--- config.mk ---
export PLATFORM = sky130hd
export DESIGN_NAME = button_debouncer
export DESIGN_NICKNAME = d
export VERILOG_FILES = /design/src/rtl/button_debouncer.sv
export SDC_FILE = /design/constraint.sdc
export NUM_CORES = 1
export LEC_CHECK = 0
export CORE_AREA = 2 2 79 81
export CTS_CLUSTER_SIZE = 30
export DETAILED_ROUTE_END_ITERATION = 6
export DIE_AREA = 0 0 81 83
export PLACE_DENSITY = 0.64
export SLEW_MARGIN = 20
export SYNTH_ARGS = -nofsm -noshare
export SYNTH_HDL_FRONTEND = slang
export SYNTH_SLANG_ARGS = --single-unit
--- constraint.sdc ---
create_clock -name clk -period 2.05 [get_ports clk]
set_input_delay 0.5125 -clock clk [delete_from_list [all_inputs] [get_ports clk]]
set_output_delay 0.5125 -clock clk [all_outputs]
set_load 0.02 [all_outputs]
--- src/rtl/button_debouncer.sv ---
// -----------------------------------------------------------------------------
// button_debouncer
//
// Turns a raw mechanical push-button into a clean, clk-synchronous pressed
// level. It also produces single-cycle press, release and long-press event
// pulses. The raw pin passes through a two-flop synchronizer and is normalised
// so that 1 means pressed. A new level is accepted only after it has been seen
// on STABLE_CYCLES consecutive edges. The long-press event fires LONG_CYCLES
// cycles after the press is accepted, at most once per press.
//
// Ports:
//   clk              in   system clock
//   rst_async        in   asynchronous active-high reset (sync deassertion)
//   btn_raw          in   raw button pin, asynchronous to clk
//   btn_level        out  debounced state, 1 = pressed (any polarity)
//   press_pulse      out  one-cycle pulse on accepted press
//   release_pulse    out  one-cycle pulse on accepted release
//   long_press_pulse out  one-cycle pulse once per press held LONG_CYCLES
//
// States:
//   state          | meaning
//   S_IDLE         | released and stable
//   S_PRESS_PEND   | released, pressed level seen, waiting for stability
//   S_PRESSED      | pressed and stable
//   S_RELEASE_PEND | pressed, released level seen, waiting for stability
// -----------------------------------------------------------------------------
module button_debouncer #(
    parameter int STABLE_CYCLES = 1_000_000,
    parameter int LONG_CYCLES   = 50_000_000,
    parameter bit ACTIVE_LOW    = 1'b1
) (
    input  logic clk,
    input  logic rst_async,
    input  logic btn_raw,
    output logic btn_level,
    output logic press_pulse,
    output logic release_pulse,
    output logic long_press_pulse
);

    localparam int SW = $clog2(STABLE_CYCLES);
    localparam int LW = $clog2(LONG_CYCLES);
    localparam logic [SW-1:0] STAB_LAST = SW'(STABLE_CYCLES - 1);
    localparam logic [LW-1:0] HOLD_LAST = LW'(LONG_CYCLES - 1);

    typedef enum logic [1:0] {
        S_IDLE         = 2'd0,
        S_PRESS_PEND   = 2'd1,
        S_PRESSED      = 2'd2,
        S_RELEASE_PEND = 2'd3
    } state_t;

    logic          r_sync1;
    logic          r_sync2;
    logic          w_btn_n;
    logic [SW-1:0] r_stab_cnt;
    logic          w_commit;
    state_t        r_state;
    state_t        w_state_next;
    logic          w_press_commit;
    logic          w_release_commit;
    logic [LW-1:0] r_hold_cnt;
    logic          r_long_done;
    logic          w_long_fire;

    // Synchronizer flops idle at the released raw level so that reset does not
    // look like a press.
    always_ff @(posedge clk or posedge rst_async) begin
        if (rst_async) begin
            r_sync1 <= ACTIVE_LOW;
            r_sync2 <= ACTIVE_LOW;
        end else begin
            r_sync1 <= btn_raw;
            r_sync2 <= r_sync1;
        end
    end

    assign w_btn_n  = r_sync2 ^ ACTIVE_LOW;
    assign w_commit = (w_btn_n != btn_level) && (r_stab_cnt == STAB_LAST);

    always_ff @(posedge clk or posedge rst_async) begin
        if (rst_async) begin
            r_stab_cnt <= '0;
            btn_level  <= 1'b0;
        end else if (w_btn_n == btn_level) begin
            r_stab_cnt <= '0;
        end else if (w_commit) begin
            r_stab_cnt <= '0;
            btn_level  <= w_btn_n;
        end else begin
            r_stab_cnt <= r_stab_cnt + SW'(1);
        end
    end

    always_ff @(posedge clk or posedge rst_async) begin
        if (rst_async) begin
            r_state <= S_IDLE;
        end else begin
            r_state <= w_state_next;
        end
    end

    always_comb begin
        w_state_next     = r_state;
        w_press_commit   = 1'b0;
        w_release_commit = 1'b0;
        case (r_state)
            S_IDLE: begin
                if (w_btn_n) w_state_next = S_PRESS_PEND;
            end
            S_PRESS_PEND: begin
                if (w_commit) begin
                    w_state_next   = S_PRESSED;
                    w_press_commit = 1'b1;
                end else if (!w_btn_n) begin
                    w_state_next = S_IDLE;
                end
            end
            S_PRESSED: begin
                if (!w_btn_n) w_state_next = S_RELEASE_PEND;
            end
            S_RELEASE_PEND: begin
                if (w_commit) begin
                    w_state_next     = S_IDLE;
                    w_release_commit = 1'b1;
                end else if (w_btn_n) begin
                    w_state_next = S_PRESSED;
                end
            end
            default: w_state_next = S_IDLE;
        endcase
    end

    // A release committing on the threshold edge suppresses the long event.
    assign w_long_fire = btn_level && !r_long_done && (r_hold_cnt == HOLD_LAST)
                         && !w_release_commit;

    // The hold counter ignores bounce: it runs on the accepted level only.
    always_ff @(posedge clk or posedge rst_async) begin
        if (rst_async) begin
            r_hold_cnt  <= '0;
            r_long_done <= 1'b0;
        end else if (w_press_commit) begin
            r_hold_cnt  <= '0;
            r_long_done <= 1'b0;
        end else if (btn_level && !r_long_done) begin
            if (r_hold_cnt == HOLD_LAST) begin
                r_long_done <= 1'b1;
            end else begin
                r_hold_cnt <= r_hold_cnt + LW'(1);
            end
        end
    end

    always_ff @(posedge clk or posedge rst_async) begin
        if (rst_async) begin
            press_pulse      <= 1'b0;
            release_pulse    <= 1'b0;
            long_press_pulse <= 1'b0;
        end else begin
            press_pulse      <= w_press_commit;
            release_pulse    <= w_release_commit;
            long_press_pulse <= w_long_fire;
        end
    end

endmodule

# Word level (Yosys, flattened, before mapping)
# Index checks and enable logic that the tools add are counted.
# op_classes
n_addsub	2
n_eq_ne	12
muxes	18
bitwise_logic	2
n_reduce_logical	13
# op_table
op	count
26-bit 2-to-1 mux	3
20-bit 2-to-1 mux	2
26-bit by 1-bit adder with 26-bit output, second input constant	1
26-bit equality test, second input constant	1
20-bit by 1-bit adder with 20-bit output, second input constant	1
20-bit equality test, second input constant	1
2-bit 2-to-1 mux	6
2-bit one-hot mux with 4 select lines	1
1-bit 2-to-1 mux	6
2-bit inequality test, second input constant	3
3-bit inequality test, second input constant	2
2-bit AND reduction	3
2-bit equality test, second input constant	2
1-bit logical AND	4
4-bit AND reduction	1
2-bit nonzero test	2
2-bit by 1-bit equality test with 1-bit output, second input constant	1
1-bit zero test	2
2-bit zero test	1
1-bit NOT	2
1-bit equality test	1
1-bit inequality test	1
# totals
regBits	55
output_inout_bits	4
elab_cells	57

# Logic depth before layout (Yosys ltp)
# Gate-level depths: netlist of run 1.
# depth
word_depth	7
depth_mapped	7
mapped_depth_nobuf	6

# Worst setup path after synthesis of run 1
# No wires, ideal clock.
# synth_path
path_kind	register to register
startpoint	reg btn_level
endpoint	reg r_hold_cnt[10]
t_arrival_ps	1742
path_slack_ps	189
stages_incl_launch_ff	8
path_buffers	2
path_cell_list	dfrtp_1 xor2_1 or4_1 nor3_2 and3b_1 buf_4 buf_6 nor2_1
# synth_via
elab_chain_len	6
elab_cells_between_ends	9
classes_between	2 x eq/ne; 3 x mux; 4 x reduce/logical
# synth_lines
element	line_no	text
from (decl)	35	output logic btn_level,
from (signal assigned)	89	btn_level <= w_btn_n;
1-bit inequality test	79	assign w_commit = (w_btn_n != btn_level) && (r_stab_cnt == STAB_LAST);
1-bit logical AND	79	
1-bit 2-to-1 mux	112	if (w_commit) begin
1-bit 2-to-1 mux	107	case (r_state)
2-bit inequality test (no line) or 2-bit nonzero test (tied branches)	n/a	
2-bit AND reduction (no line)	n/a	
to (signal assigned)	150	r_hold_cnt <= r_hold_cnt + LW'(1);
to (decl)	62	logic [LW-1:0] r_hold_cnt;
# Parallel ways exist; a longest one is shown, timed or not.
# A chain may end at the register's enable or synchronous reset.

# Worst setup path in the final report of run 1
# layout_path
startpoint	reg r_hold_cnt[0]
endpoint	reg r_hold_cnt[22]
# layout_via
elab_chain_len	4
elab_cells_between_ends	7
classes_between	1 x add/sub; 2 x eq/ne; 3 x mux; 1 x reduce/logical
# layout_lines
element	line_no	text
26-bit by 1-bit adder with 26-bit output	150	
26-bit 2-to-1 mux	147	if (r_hold_cnt == HOLD_LAST) begin
26-bit 2-to-1 mux	146	end else if (btn_level && !r_long_done) begin
26-bit 2-to-1 mux	143	end else if (w_press_commit) begin
# Parallel ways exist; a longest one is shown, timed or not. The select of a mux whose other input is x is not followed.

==> results.md, run 1 <==
- Yosys printed 0 warnings.
- In the post-synthesis netlist, the biggest area contributors are sky130_fd_sc_hd__dfrtp_1, sky130_fd_sc_hd__xor2_1, sky130_fd_sc_hd__nor2_1, sky130_fd_sc_hd__nand4_1, sky130_fd_sc_hd__nand3_1.
- Input and output buffers added on the ports amount to 6.
- Counting cells, the worst reg-to-reg path comes to 5.
- In the routed design, unresolved DRC markers number 0.
- The fraction of final layout cells sized beyond drive strength 1 is 0.142.
- The worst-case clock buffer depth is 2.
- In this run the critical register-to-register path is launched from r_hold_cnt[0]$_DFFE_PP0P_.
- At the pin with the least slew margin, the transition time is 0.393 ns.
- The met1 global-route usage is 0.278.
- The flow ran to the end, and the final reports show no timing, DRC or antenna violations.
- Setup repair after global routing left no endpoint under its margin.
- The total of fill cells in the finished design is 557.
- In this run, CTS created clock tree buffers numbering 5.
- The post-synthesis xor/xnor area fraction is 0.120.
- After synthesis the netlist holds a flip-flop and latch count of 55.
- The number of antenna violations at the first check in global routing is 0.
- The number of vias per cell after detailed routing is 5.51.
- Averaged over all synthesized cells, the footprint is 10.0 um^2.
- The first element of the critical path is r_hold_cnt[0]$_DFFE_PP0P_.
- After the last flow step, the layout net total stands at 307.
- The synthesis-to-layout area growth is 12.3%.
- The worst register-to-register path has a setup slack of 0.17 ns.
- The detailed placement HPWL is 3760 um.
- Summed over all instances, the cell type with the most area after synthesis is sky130_fd_sc_hd__dfrtp_1.
- The placed instances occupy a cell area of 3070 um^2.
- The final layout contains routed wiring with a total length of 5400 um.
- Among all cell types in the netlist, the one instantiated most often is sky130_fd_sc_hd__dfrtp_1.
- The post-synthesis cell area is 2850 um^2.
- For this design the static power due to leakage is 0.00142 uW.
- In this run the clock root is driven by a sky130_fd_sc_hd__clkbuf_8.
- The reg-to-reg endpoint is r_hold_cnt[22]$_DFFE_PP0P_.
- For this run, the register share of the synthesized area comes to 0.484.
- The first routing iteration left 107 violations.
- The cts-stage hold buffer count is 0.
- Across every metal layer, demand over resource in global routing totals 0.180.
- After floorplanning, the core was divided into 28 placement rows.
- The TritonCTS sink count is 55.
- The number of diodes added for antenna fixing is 0.
- The average wire per standard cell is 14.3 um.
- The highest fanout seen on the critical path is 6.
- The most heavily used metal layer in global routing is met1.
- The final critical path time including I/O delays and setup is 1.88 ns.
- Among all flip-flop cells after synthesis, the most frequent one is sky130_fd_sc_hd__dfrtp_1.
- Global routing finished with a remaining overflow of 0.
- The total area inside the core boundary comes to 5820 um^2.
- The clock slew seen by the registers of the worst setup and hold paths is 0.10 ns.
- The count of nets left with antenna violations after detail routing is 0.
- After synthesis, the largest family of logic cells by area is simple AND/OR/NAND/NOR gates.
- The count of flip-flops with a built-in enable after synthesis is 0.
- The pin count of the biggest net entering global routing is 29.
- The worst setup path is launched from a flip-flop.
- Of the post-synthesis cell area, the part taken by muxes is 0.00351.
- At the worst endpoint, the required time is 2.29 ns.
- The number of global-route vias before repair is 2062.
- In this run the tightest slew margin relative to its limit is 0.738.
- The power density of the placed cells is 585 nW/um^2.
- The core occupancy in the finished layout is 0.550.
- The area of the die is 6720 um^2.
- The worst setup path is captured at a flip-flop.
- In the final timing run, aggregate negative setup slack is 0 ns.
- The number of vias after detailed routing is 2083.
- Between clock sinks in the finished design, the worst skew comes to 0.00756 ns.
- The max-slew violation count was 0.
- TritonCTS built the clock tree.
- The final design area excluding fillers is 3200 um^2.
- Of the total synthesized cell area, the portion taken by AND, OR, NAND and NOR gates is 0.278.
- The portion of the clock cycle consumed by the worst path in the final layout is 0.919.
- The global-route met3 utilization is 0.0348.
- The setup path with the least slack is of type flip-flop to flip-flop.
- The share of synthesized flip-flops with an asynchronous set or reset is 1.00.
- The maximum clock frequency is 0.531 GHz.
- Setup violations remaining at the end of the flow were counted as 0.
- The later pin in the worst-skew pair is clocked with a latency of 0.31 ns.
- The number of endpoints with negative hold slack in the final report is 0.
- The worst-case IR drop observed on VDD is 0.343 mV.
- The count of different cell masters after synthesis is 44.
- The global routing usage on met2 is 0.258.
- The first TritonRoute pass finished after 4 iterations.
- The area fraction in compound gates after synthesis was 0.0707.
- From left edge to right edge, the die measures 81 um.
- The number of top-level pins is 7.
- The tool flagged a number of max-cap violations equal to 0.
- From bottom edge to top edge, the die measures 83 um.
- The class of the worst hold path is flip-flop to flip-flop.
- The CTS H-tree depth is 2.
- The initial utilization of the core area, before any placement, comes to 0.490.
- The first global-routing pass estimated 9650 um of wire.
- The synthesized instance count is 284.
- Counting instances in the post-synthesis netlist gives the leading cell types as sky130_fd_sc_hd__dfrtp_1, sky130_fd_sc_hd__nor2_1, sky130_fd_sc_hd__xor2_1, sky130_fd_sc_hd__nand3_1, sky130_fd_sc_hd__nand4_1.
- The number of nets in the synthesized netlist is 289.
- The share of Yosys cell area claimed by the top area cell type is 0.466.
- The worst endpoint data arrival time is 2.13 ns.
- In this run the worst setup path terminates at r_hold_cnt[22]$_DFFE_PP0P_.
- Routability-driven placement finished with a final weighted congestion of 0.851.
- Of the total synthesized cell area, the portion taken by full adders, half adders and majority gates is 0.00878.
## report_power, final
| part | internal (uW) | switching [uW] |
|---|---|---|
| combinational | 16.9 | 36.1 |
| sequential | 1090 | 6.95 |
| clock | 364 | 355 |
| total | 1470 | 398 |
## stage by stage
stage                     total power, uW  setup slack, ns  std cells  hold WS, ns
after CTS                            1900           0.0965        377        0.363
final                                1870            0.165        378        0.361
after global routing                 1950           0.0142        378        0.365
after detailed placement             1180            0.133        369        0.347
after global placement               1180            0.172        369        0.346
after floorplan                      1150            0.189        284        0.345
## critical path, stage by stage (launching register included)
cell	delay (ns)
sky130_fd_sc_hd__dfrtp_1	0.42
sky130_fd_sc_hd__ha_2	0.25
sky130_fd_sc_hd__nand4_1	0.17
sky130_fd_sc_hd__or4_1	0.51
sky130_fd_sc_hd__or3_1	0.34
sky130_fd_sc_hd__a21oi_2	0.13
## state kept, by name, indices dropped and copies added, names as in the netlist
register          count
r_state               2
press_pulse           1
long_press_pulse      1
btn_level             1
r_sync1               1
r_stab_cnt           20
r_sync2               1
r_long_done           1
r_hold_cnt           26
release_pulse         1
## cell families (layout without fill, tap and decap cells)
kind of cell | count (synthesis) | in the layout
AO/OA/AOI/OAI | 28 | 28
XOR/XNOR | 39 | 39
adder cells (fa/ha/maj) | 2 | 2
buffers and inverters | 16 | 35
flip-flops | 55 | 55
multiplexers | 1 | 1
AND/OR/NAND/NOR | 143 | 143
## timing repair
action                     in CTS  in global routing
setup buffers                   0                  1
setup endpoints to repair       0                  5
gates resized for setup         0                  2
## cells in the final DEF, fill, tap and decap left out, types with 3 or more instances in the layout
cell and count:
sky130_fd_sc_hd__dfrtp_1 53, sky130_fd_sc_hd__o31ai_1 3, sky130_fd_sc_hd__nand3_1 18, sky130_fd_sc_hd__a21oi_1 8
sky130_fd_sc_hd__clkdlybuf4s50_1 6, sky130_fd_sc_hd__and4_1 3, sky130_fd_sc_hd__buf_4 12, sky130_fd_sc_hd__and3_1 5
sky130_fd_sc_hd__xor2_1 34, sky130_fd_sc_hd__or3_1 4, sky130_fd_sc_hd__clkbuf_8 5, sky130_fd_sc_hd__nand2_1 13
sky130_fd_sc_hd__xnor2_1 5, sky130_fd_sc_hd__buf_12 3, sky130_fd_sc_hd__and4_2 4, sky130_fd_sc_hd__inv_1 5
sky130_fd_sc_hd__o21ai_0 4, sky130_fd_sc_hd__nor3_1 4, sky130_fd_sc_hd__nand4_1 17, sky130_fd_sc_hd__o21ai_1 6
sky130_fd_sc_hd__nor4_1 6, sky130_fd_sc_hd__or4_1 5, sky130_fd_sc_hd__nor2_1 50
## final cells by class
type                            instances  area (um^2)  area share
Clock inverter                          3         43.8      0.0137
Sequential cell                        55         1380       0.431
Tap cell                               75         93.8      0.0293
Clock buffer                            5         68.8      0.0215
Inverter                                6         22.5     0.00704
Timing Repair Buffer                   21          210      0.0657
Multi-Input combinational cell        213         1380       0.432
## how the worst min path moves through the flow
stage / from / to / slack [ns] / cells after the start
floorplan: r_sync1$_DFF_PP1_ / r_sync2$_DFF_PP1_ / 0.35 / 0
global placement: r_sync1$_DFF_PP1_ / r_sync2$_DFF_PP1_ / 0.35 / 0
detailed placement: r_sync1$_DFF_PP1_ / r_sync2$_DFF_PP1_ / 0.35 / 0
CTS: r_sync1$_DFF_PP1_ / r_sync2$_DFF_PP1_ / 0.36 / 0
global route: r_sync1$_DFF_PP1_ / r_sync2$_DFF_PP1_ / 0.37 / 0
finish: r_sync1$_DFF_PP1_ / r_sync2$_DFF_PP1_ / 0.36 / 0
## layer usage
metal / share of wire / up-vias
met5: 0 / -
met4: 0.011 / 0
met3: 0.034 / 6
met2: 0.44 / 35
met1: 0.52 / 993
li1: - / 1049
Note: power is estimated with default switching activity, not from simulation.
==> run 2: changes to the inputs <==
- CORE_AREA: 2 2 79 81 -> 2 2 71 90
- DIE_AREA: 0 0 81 83 -> 0 0 73 92
==> results.md, run 2 (synthesized netlist as in run 1, its figures left out) <==
- The number of top-level pins is 7 (unchanged).
- The slowest stage of the critical path belongs to the cell sky130_fd_sc_hd__clkdlybuf4s50_1.
- The DRC violation count after routing is 0 (unchanged).
- The effective utilization at floorplan is 0.478 (-0.0123).
- The worst hold-check slack came to 0.366 ns (+0.00420 ns).
- The number of global-route vias before repair is 2073 (+0.53%).
- The worst setup path is captured at an output pin.
- The worst-case clock buffer depth was 2 (unchanged).
- The total of fill cells in the finished design is 546 (-2.0%).
- The core region area is 5970 um^2 (+2.6%).
- The number of buffers created by CTS came to 5 (unchanged).
- The number of antenna violations at the first check in global routing is 0 (unchanged).
- The delay contributed by the slowest stage of the critical path is 0.61 ns (+0.10 ns).
- The storage element area was 1380 um^2 (unchanged).
- The reported max-cap violation count was 0 (unchanged).
- The largest registers in the layout are r_hold_cnt x26, r_stab_cnt x20, r_state x2.
- The power density of the placed cells is 562 nW/um^2 (-4.0%).
- The number of endpoints with negative hold slack in the final report came to 0 (unchanged).
- The average wire per standard cell came to 14.6 um (+2.3%).
- The overall power consumption came to 1760 uW (-6.0%).
- The global-route wire length before repair is 9450 um (-2.1%).
- The final setup violation count is 0 (unchanged).
- The max-slew violation count is 0 (unchanged).
- The area of the die is 6720 um^2 (-0.10%).
- The number of port buffers is 6 (unchanged).
- The buffers plus inverters on the worst setup path is 2 (+2).
- The post-cts repair resize count is 0 (unchanged).
- The number of rows in the core area was 32 (+14%).
- The final setup skew is 0.0114 ns (+0.00379 ns).
- The cts-stage hold buffer count was 0 (unchanged).
- The multi-input gate area in the final layout is 1380 um^2 (unchanged).
- The final design area excluding fillers is 3130 um^2 (-2.1%).
- The TritonCTS clock tree is built.
- The post-route setup TNS was 0 ns (unchanged).
- The x dimension of the die is 73 um (-9.9%).
- The clock slew seen by the registers of the worst setup and hold paths came to 0.11 ns (about the same).
- The TritonCTS sink count is 55 (unchanged).
- The signal on the critical path passes through buf_4, clkdlybuf4s50_1.
- The top cell types in the final layout, fill and taps aside, are sky130_fd_sc_hd__dfrtp_1, sky130_fd_sc_hd__nor2_1, sky130_fd_sc_hd__xor2_1, sky130_fd_sc_hd__nand3_1, sky130_fd_sc_hd__nand4_1.
- The worst endpoint data arrival time was 1.47 ns (-0.66 ns).
- STA classifies the critical path startpoint as a flip-flop.
- The number of diodes added for antenna fixing is 0 (unchanged).
- Among cell families on the critical path, the largest total delay comes from buffers and inverters.
- The portion of the clock cycle consumed by the worst path in the final layout was 0.965 (+0.0455).
- In this run the worst hold path is classified as flip-flop to flip-flop.
- Relative to the synthesized area, the layout overhead comes to 9.97%.
- The number of vias after detailed routing is 2042 (-2.0%).
- The worst-margin pin slew is 0.489 ns (+0.0965 ns).
- The count of nets left with antenna violations after detail routing is 0 (unchanged).
- The final weighted congestion of routability-driven global placement was 0.818 (-3.8%).
- The fraction of final layout cells sized beyond drive strength 1 is 0.128 (-0.0144).
- The placed instance area is 3030 um^2 (-1.3%).
- The top register by number of flip-flops is r_hold_cnt.
- The run finished with clean final reports.
- The first-iteration detailed-routing DRC count is 120 (+12%).
- The number of iterations in the first detailed-routing pass is 4 (unchanged).
- The maximum VDD drop was 0.394 mV (+15%).
- The pin count of the biggest net entering global routing came to 29 (unchanged).
- The CTS H-tree depth came to 2 (unchanged).
- The worst-skew pair later-pin latency is 0.31 ns (about the same).
- The core occupancy in the finished layout is 0.525 (-0.0252).
- Leaving out fill and tap cells, the most frequent cell in the layout is sky130_fd_sc_hd__dfrtp_1.
- Setup repair after global routing could not meet its margin everywhere.
- The maximum clock frequency is 0.506 GHz (-4.7%).
- The final routed wirelength across all metal layers came to 5350 um (-0.94%).
- The max-slew headroom at the worst pin was 0.671 (-0.0665).
- The number of nets in the layout was 302 (-1.6%).
- The cell sitting at the root of the clock tree is a sky130_fd_sc_hd__clkbuf_8.
- The flop-to-flop setup slack is 0.16 ns (about the same).
- The combined global-route utilization of all metal layers was 0.176 (-0.00352).
- The detailed placement HPWL is 3860 um (+2.7%).
- The worst setup path is of the flip-flop to output pin kind.
- The number of vias per cell after detailed routing is 5.58 (+1.2%).
- The highest fanout seen on the critical path is 7 (+1).
- The floorplan die height is 92 um (+11%).
- The leakage power total is 0.00139 uW (-2.3%).
- The final critical path time including I/O delays and setup is 1.98 ns (+0.0933 ns).
- The worst endpoint required time came to 1.54 ns (-0.75 ns).
- The sum of overflow across all layers after global routing is 0 (unchanged).
- The buffer count from post-CTS setup fixing is 0 (unchanged).
- The number of flip-flops under the largest register name is 26 (unchanged).
[run 2: cell types whose count changed in the layout (fill, tap and decap cells not counted)]
cell,before,now
sky130_fd_sc_hd__bufinv_16,1,0
sky130_fd_sc_hd__buf_4,12,7
sky130_fd_sc_hd__inv_6,0,1
[run 2: layout make-up]
cell class | count | area share
Clock buffer | 5 | 0.0220
Clock inverter | 3 | 0.00719
Inverter | 6 | 0.00719
Multi-Input combinational cell | 213 | 0.441
Sequential cell | 55 | 0.440
Tap cell | 68 | 0.0272
Timing Repair Buffer | 16 | 0.0551
[run 2: metal layers]
| layer | up-vias | track usage | routed length (um) |
|---|---|---|---|
| met5 | - | 0 | 0 |
| met4 | 0 | 0.0448 | 36 |
| met3 | 4 | 0.0297 | 64 |
| met2 | 12 | 0.317 | 2900 |
| met1 | 990 | 0.213 | 2350 |
| li1 | 1036 | - | - |
[run 2: path summary, 6_finish.rpt]
kind | from | endpoint | depth (start not counted)
max in group asynchronous | rst_async | r_stab_cnt[13]$_DFF_PP0_ | 3
min in group asynchronous | rst_async | r_hold_cnt[19]$_DFFE_PP0P_ | 2
worst min register to register | r_sync1$_DFF_PP1_ | r_sync2$_DFF_PP1_ | 0
worst min-delay path | r_sync1$_DFF_PP1_ | r_sync2$_DFF_PP1_ | 0
worst max-delay path | btn_level$_DFFE_PP0P_ | btn_level | 2
worst max register to register | r_hold_cnt[0]$_DFFE_PP0P_ | r_hold_cnt[1]$_DFFE_PP0P_ | 6
[run 2: per-stage QoR]
| stage | instances | worst slack, ns |
|---|---|---|
| 2_1_floorplan | 284 | 0.189 |
| 3_3_place_gp | 358 | 0.162 |
| 3_5_place_dp | 358 | 0.0907 |
| 4_1_cts | 366 | 0.0494 |
| 5_1_grt | 366 | -0.00228 |
| 6_report | 366 | 0.0719 |
[run 2: power breakdown]
part	internal (uW)	switching [uW]	leakage (uW)
clock	246	362	0.0000485
sequential	1090	7.15	0.000757
combinational	15.8	36.0	0.000580
total	1350	405	0.00139
==> run 3: changes to the inputs <==
- ABC_AREA: unset -> 1
- CORE_AREA: 2 2 71 90 -> 2 2 79 100
- DIE_AREA: 0 0 73 92 -> 0 0 81 102
==> results.md, run 3 <==
- The number of port buffers is 6 (unchanged).
- The fraction of power consumed by the clock network is 0.345 (about the same).
- The DRC violation count after routing is 0 (unchanged).
- Counting instances in the post-synthesis netlist gives the leading cell types as sky130_fd_sc_hd__nand2_1, sky130_fd_sc_hd__nor2_1, sky130_fd_sc_hd__inv_1, sky130_fd_sc_hd__nand3_1, sky130_fd_sc_hd__dfrtp_1.
- The launching point of the worst reg2reg path is r_hold_cnt[0]$_DFFE_PP0P_.
- TritonCTS built the clock tree.
- The CTS H-tree depth is 2 (unchanged).
- The average wire per standard cell is 13.4 um (-8.6%).
- The fraction of final layout cells sized beyond drive strength 1 is 0.0954 (-0.0321).
- The capturing instance or port of the critical path is btn_level.
- sky130_fd_sc_hd__dfrtp_1 takes more of the synthesized area than any other cell.
- The worst-case clock buffer depth is 2 (unchanged).
- The most frequent cell after synthesis is sky130_fd_sc_hd__nand2_1.
- The final setup violation count came to 0 (unchanged).
- The final routed wirelength across all metal layers came to 8510 um (+59%).
- The number of antenna violations at the first check in global routing is 0 (unchanged).
- The number of flip-flops under the largest register name came to 26 (unchanged).
- The post-synthesis cell area was 3570 um^2 (+25%).
- The maximum VDD drop is 0.284 mV (-28%).
- The global-route wire length before repair is 14300 um (+51%).
- The flop-to-flop setup slack is 0.23 ns (+0.07 ns).
- The TritonCTS sink count was 55 (unchanged).
- The count of nets left with antenna violations after detail routing was 0 (unchanged).
- Among all flip-flop cells after synthesis, the most frequent one is sky130_fd_sc_hd__dfrtp_1.
- The delay contributed by the slowest stage of the critical path was 0.64 ns (+0.03 ns).
- The max-slew violation count is 0 (unchanged).
- The synthesized instance count was 528 (+86%).
- The post-route setup TNS is 0 ns (unchanged).
- The portion of total power attributed to sequential cells is 0.623 (-0.002).
- The internal power is 1350 uW (-0.21%).
- The maximum clock frequency came to 0.527 GHz (+4.3%).
- The yosys synthesis warning count came to 0 (unchanged).
- The reported max-cap violation count came to 0 (unchanged).
- The worst hold-check slack is 0.360 ns (-0.00562 ns).
- The share of synthesized flip-flops with an asynchronous set or reset is 1.00 (unchanged).
- The sum of overflow across all layers after global routing was 0 (unchanged).
- The effective utilization at floorplan came to 0.491 (+0.0135).
- The clock slew seen by the registers of the worst setup and hold paths is 0.09 ns (-0.02 ns).
- The classification of the worst setup path is flip-flop to output pin.
- The top register by number of flip-flops is r_hold_cnt.
- The share of Yosys cell area claimed by the top area cell type is 0.372 (-0.0940).
- The number of global-route vias before repair was 3160 (+52%).
- The leakage power total is 0.00177 uW (+28%).
- The storage element area came to 1380 um^2 (unchanged).
- On the critical path the largest part of the delay comes from buffers and inverters.
- The startpoint of the tightest hold check path is r_sync1$_DFF_PP1_.
- The count of flip-flops with a built-in enable after synthesis was 0 (unchanged).
- The portion of the clock cycle consumed by the worst path in the final layout is 0.925 (-0.0394).
- The number of nets in the synthesized netlist is 533 (+84%).
- The tightest min-delay check is of the flip-flop to flip-flop type.
- The number of diodes added for antenna fixing was 0 (unchanged).
- The number of buffers created by CTS is 5 (unchanged).
- The largest registers in the layout are r_hold_cnt x26, r_stab_cnt x20, r_state x2.
- The critical-path cell with the highest stage delay is sky130_fd_sc_hd__clkdlybuf4s50_1.
- The register area share after synthesis was 0.386 (-0.0977).
- The worst-skew pair later-pin latency is 0.32 ns (about the same).
- Setup repair after global routing left no endpoint under its margin.
- The number of vias per cell after detailed routing is 5.07 (-9.1%).
- The power density of the placed cells is 456 nW/um^2 (-19%).
- The post-synthesis average cell area is 6.76 um^2 (-33%).
- The x dimension of the die came to 81 um (+11%).
- The run finished with clean final reports.
- The signal on the critical path passes through clkdlybuf4s50_1.
- The combined global-route utilization of all metal layers is 0.219 (+0.0431).
- The floorplan die height came to 102 um (+11%).
- The proportion of total power due to net switching was 0.235 (+0.00462).
- The first-iteration detailed-routing DRC count is 138 (+15%).
- The area of the die is 8260 um^2 (+23%).
- The final weighted congestion of routability-driven global placement is 0.878 (+7.3%).
- The final critical path time including I/O delays and setup was 1.90 ns (-0.0808 ns).
- The count of different cell masters after synthesis is 32 (-27%).
- The core region area is 7270 um^2 (+22%).
- The final setup skew is 0.0223 ns (+0.0109 ns).
- The combinational power share was 0.032 (+0.003).
- The depth of the worst register-to-register path is 10 (+4).
- The worst endpoint data arrival time was 1.38 ns (-0.09 ns).
- The category of the worst setup path launch point is a flip-flop.
- The number of iterations in the first detailed-routing pass is 4 (unchanged).
- The reg-to-reg endpoint is r_hold_cnt[4]$_DFFE_PP0P_.
- The cts-stage hold buffer count came to 0 (unchanged).
- The number of rows in the core area came to 35 (+9.4%).
- The clock root buffer master is sky130_fd_sc_hd__clkbuf_8.
- In this run the worst setup path begins at btn_level$_DFFE_PP0P_.
- The buffers plus inverters on the worst setup path is 1 (-1).
- The top cell types in the final layout, fill and taps aside, are sky130_fd_sc_hd__nand2_1, sky130_fd_sc_hd__nor2_1, sky130_fd_sc_hd__inv_1, sky130_fd_sc_hd__nand3_1, sky130_fd_sc_hd__dfrtp_1.
- The number of vias after detailed routing was 3229 (+58%).
- The pin count of the biggest net entering global routing is 47 (+62%).
- The total of fill cells in the finished design is 734 (+34%).
- The highest fanout seen on the critical path is 4 (-3).
- The worst endpoint required time is 1.54 ns (about the same).
- The post-synthesis sequential element count is 55 (unchanged).
- The max-slew headroom at the worst pin is 0.703 (+0.0319).
- The worst-margin pin slew is 0.442 ns (-0.0475 ns).
- The type of element capturing the critical path is an output pin.
- The number of top-level pins is 7 (unchanged).
- The cell count along the critical path is 1 (-1).
- The most common cell after layout, fill and taps aside is sky130_fd_sc_hd__nand2_1.
- The total net switching power came to 415 uW (+2.4%).
- The synthesis-to-layout area growth is 8.48%.
- Sorting the synthesized cells by area gives the leading types as sky130_fd_sc_hd__dfrtp_1, sky130_fd_sc_hd__nand2_1, sky130_fd_sc_hd__nor2_1, sky130_fd_sc_hd__nand3_1, sky130_fd_sc_hd__inv_1.
- The number of endpoints with negative hold slack in the final report is 0 (unchanged).
- The detailed placement HPWL came to 6430 um (+66%).
- The number of nets in the layout was 549 (+82%).
- The multi-input gate area in the final layout was 1860 um^2 (+34%).
run 3: cells by family (layout without fill, tap and decap cells):
family	Yosys count	after routing	synth area share
buf+inv	82	98	0.0985
compound gates	20	20	0.0305
flops	55	55	0.386
xor+xnor	12	12	0.0315
simple gates	357	358	0.446
fa+ha+maj	2	2	0.00701
run 3: what timing repair did:
item / in CTS / in global routing
gates resized for setup: 0 / 1
setup buffers: 0 / 0
endpoints found under the setup margin: 0 / 13
run 3: power by group through the flow:
stage	registers [uW]	logic (uW)	clock network [uW]
6_report	1100	57.2	610
5_1_grt	1100	69.2	672
4_1_cts	1100	60.1	635
3_5_place_dp	1120	60.2	0
3_3_place_gp	1120	59.0	0
2_1_floorplan	1120	36.0	0
run 3: layout make-up:
| cell class | instances | share of cell area |
|---|---|---|
| Tap cell | 92 | 0.0297 |
| Clock inverter | 2 | 0.00323 |
| Multi-Input combinational cell | 392 | 0.479 |
| Inverter | 71 | 0.0688 |
| Sequential cell | 55 | 0.356 |
| Timing Repair Buffer | 19 | 0.0439 |
| Clock buffer | 6 | 0.0187 |
run 3: how the worst min path moves through the flow:
stage,endpoint,slack (ns),depth (start not counted)
floorplan,r_sync2$_DFF_PP1_,0.35,0
global placement,r_sync2$_DFF_PP1_,0.35,0
detailed placement,r_sync2$_DFF_PP1_,0.35,0
CTS,r_sync2$_DFF_PP1_,0.36,0
global route,r_sync2$_DFF_PP1_,0.37,0
finish,r_sync2$_DFF_PP1_,0.36,0
run 3: through the flow:
step                setup slack (ns)  total power (uW)  instances   util  cell area, um^2
floorplan                      0.198              1160        528      -             3570
global placement               0.179              1180        628  0.519             3770
detailed placement             0.171              1180        628  0.519             3770
CTS                            0.126              1790        636  0.530             3850
global route                  0.0467              1840        637  0.533             3870
finish                         0.153              1770        637  0.533             3870
run 3: per-layer routing:
metal	vias up	wire length [um]	part of all wire	global-route usage
met5	-	0	0	0
met4	0	225	0.026	0.0978
met3	16	161	0.019	0.0212
met1	1478	3570	0.42	0.252
li1	1687	-	-	-
met2	48	4550	0.54	0.406
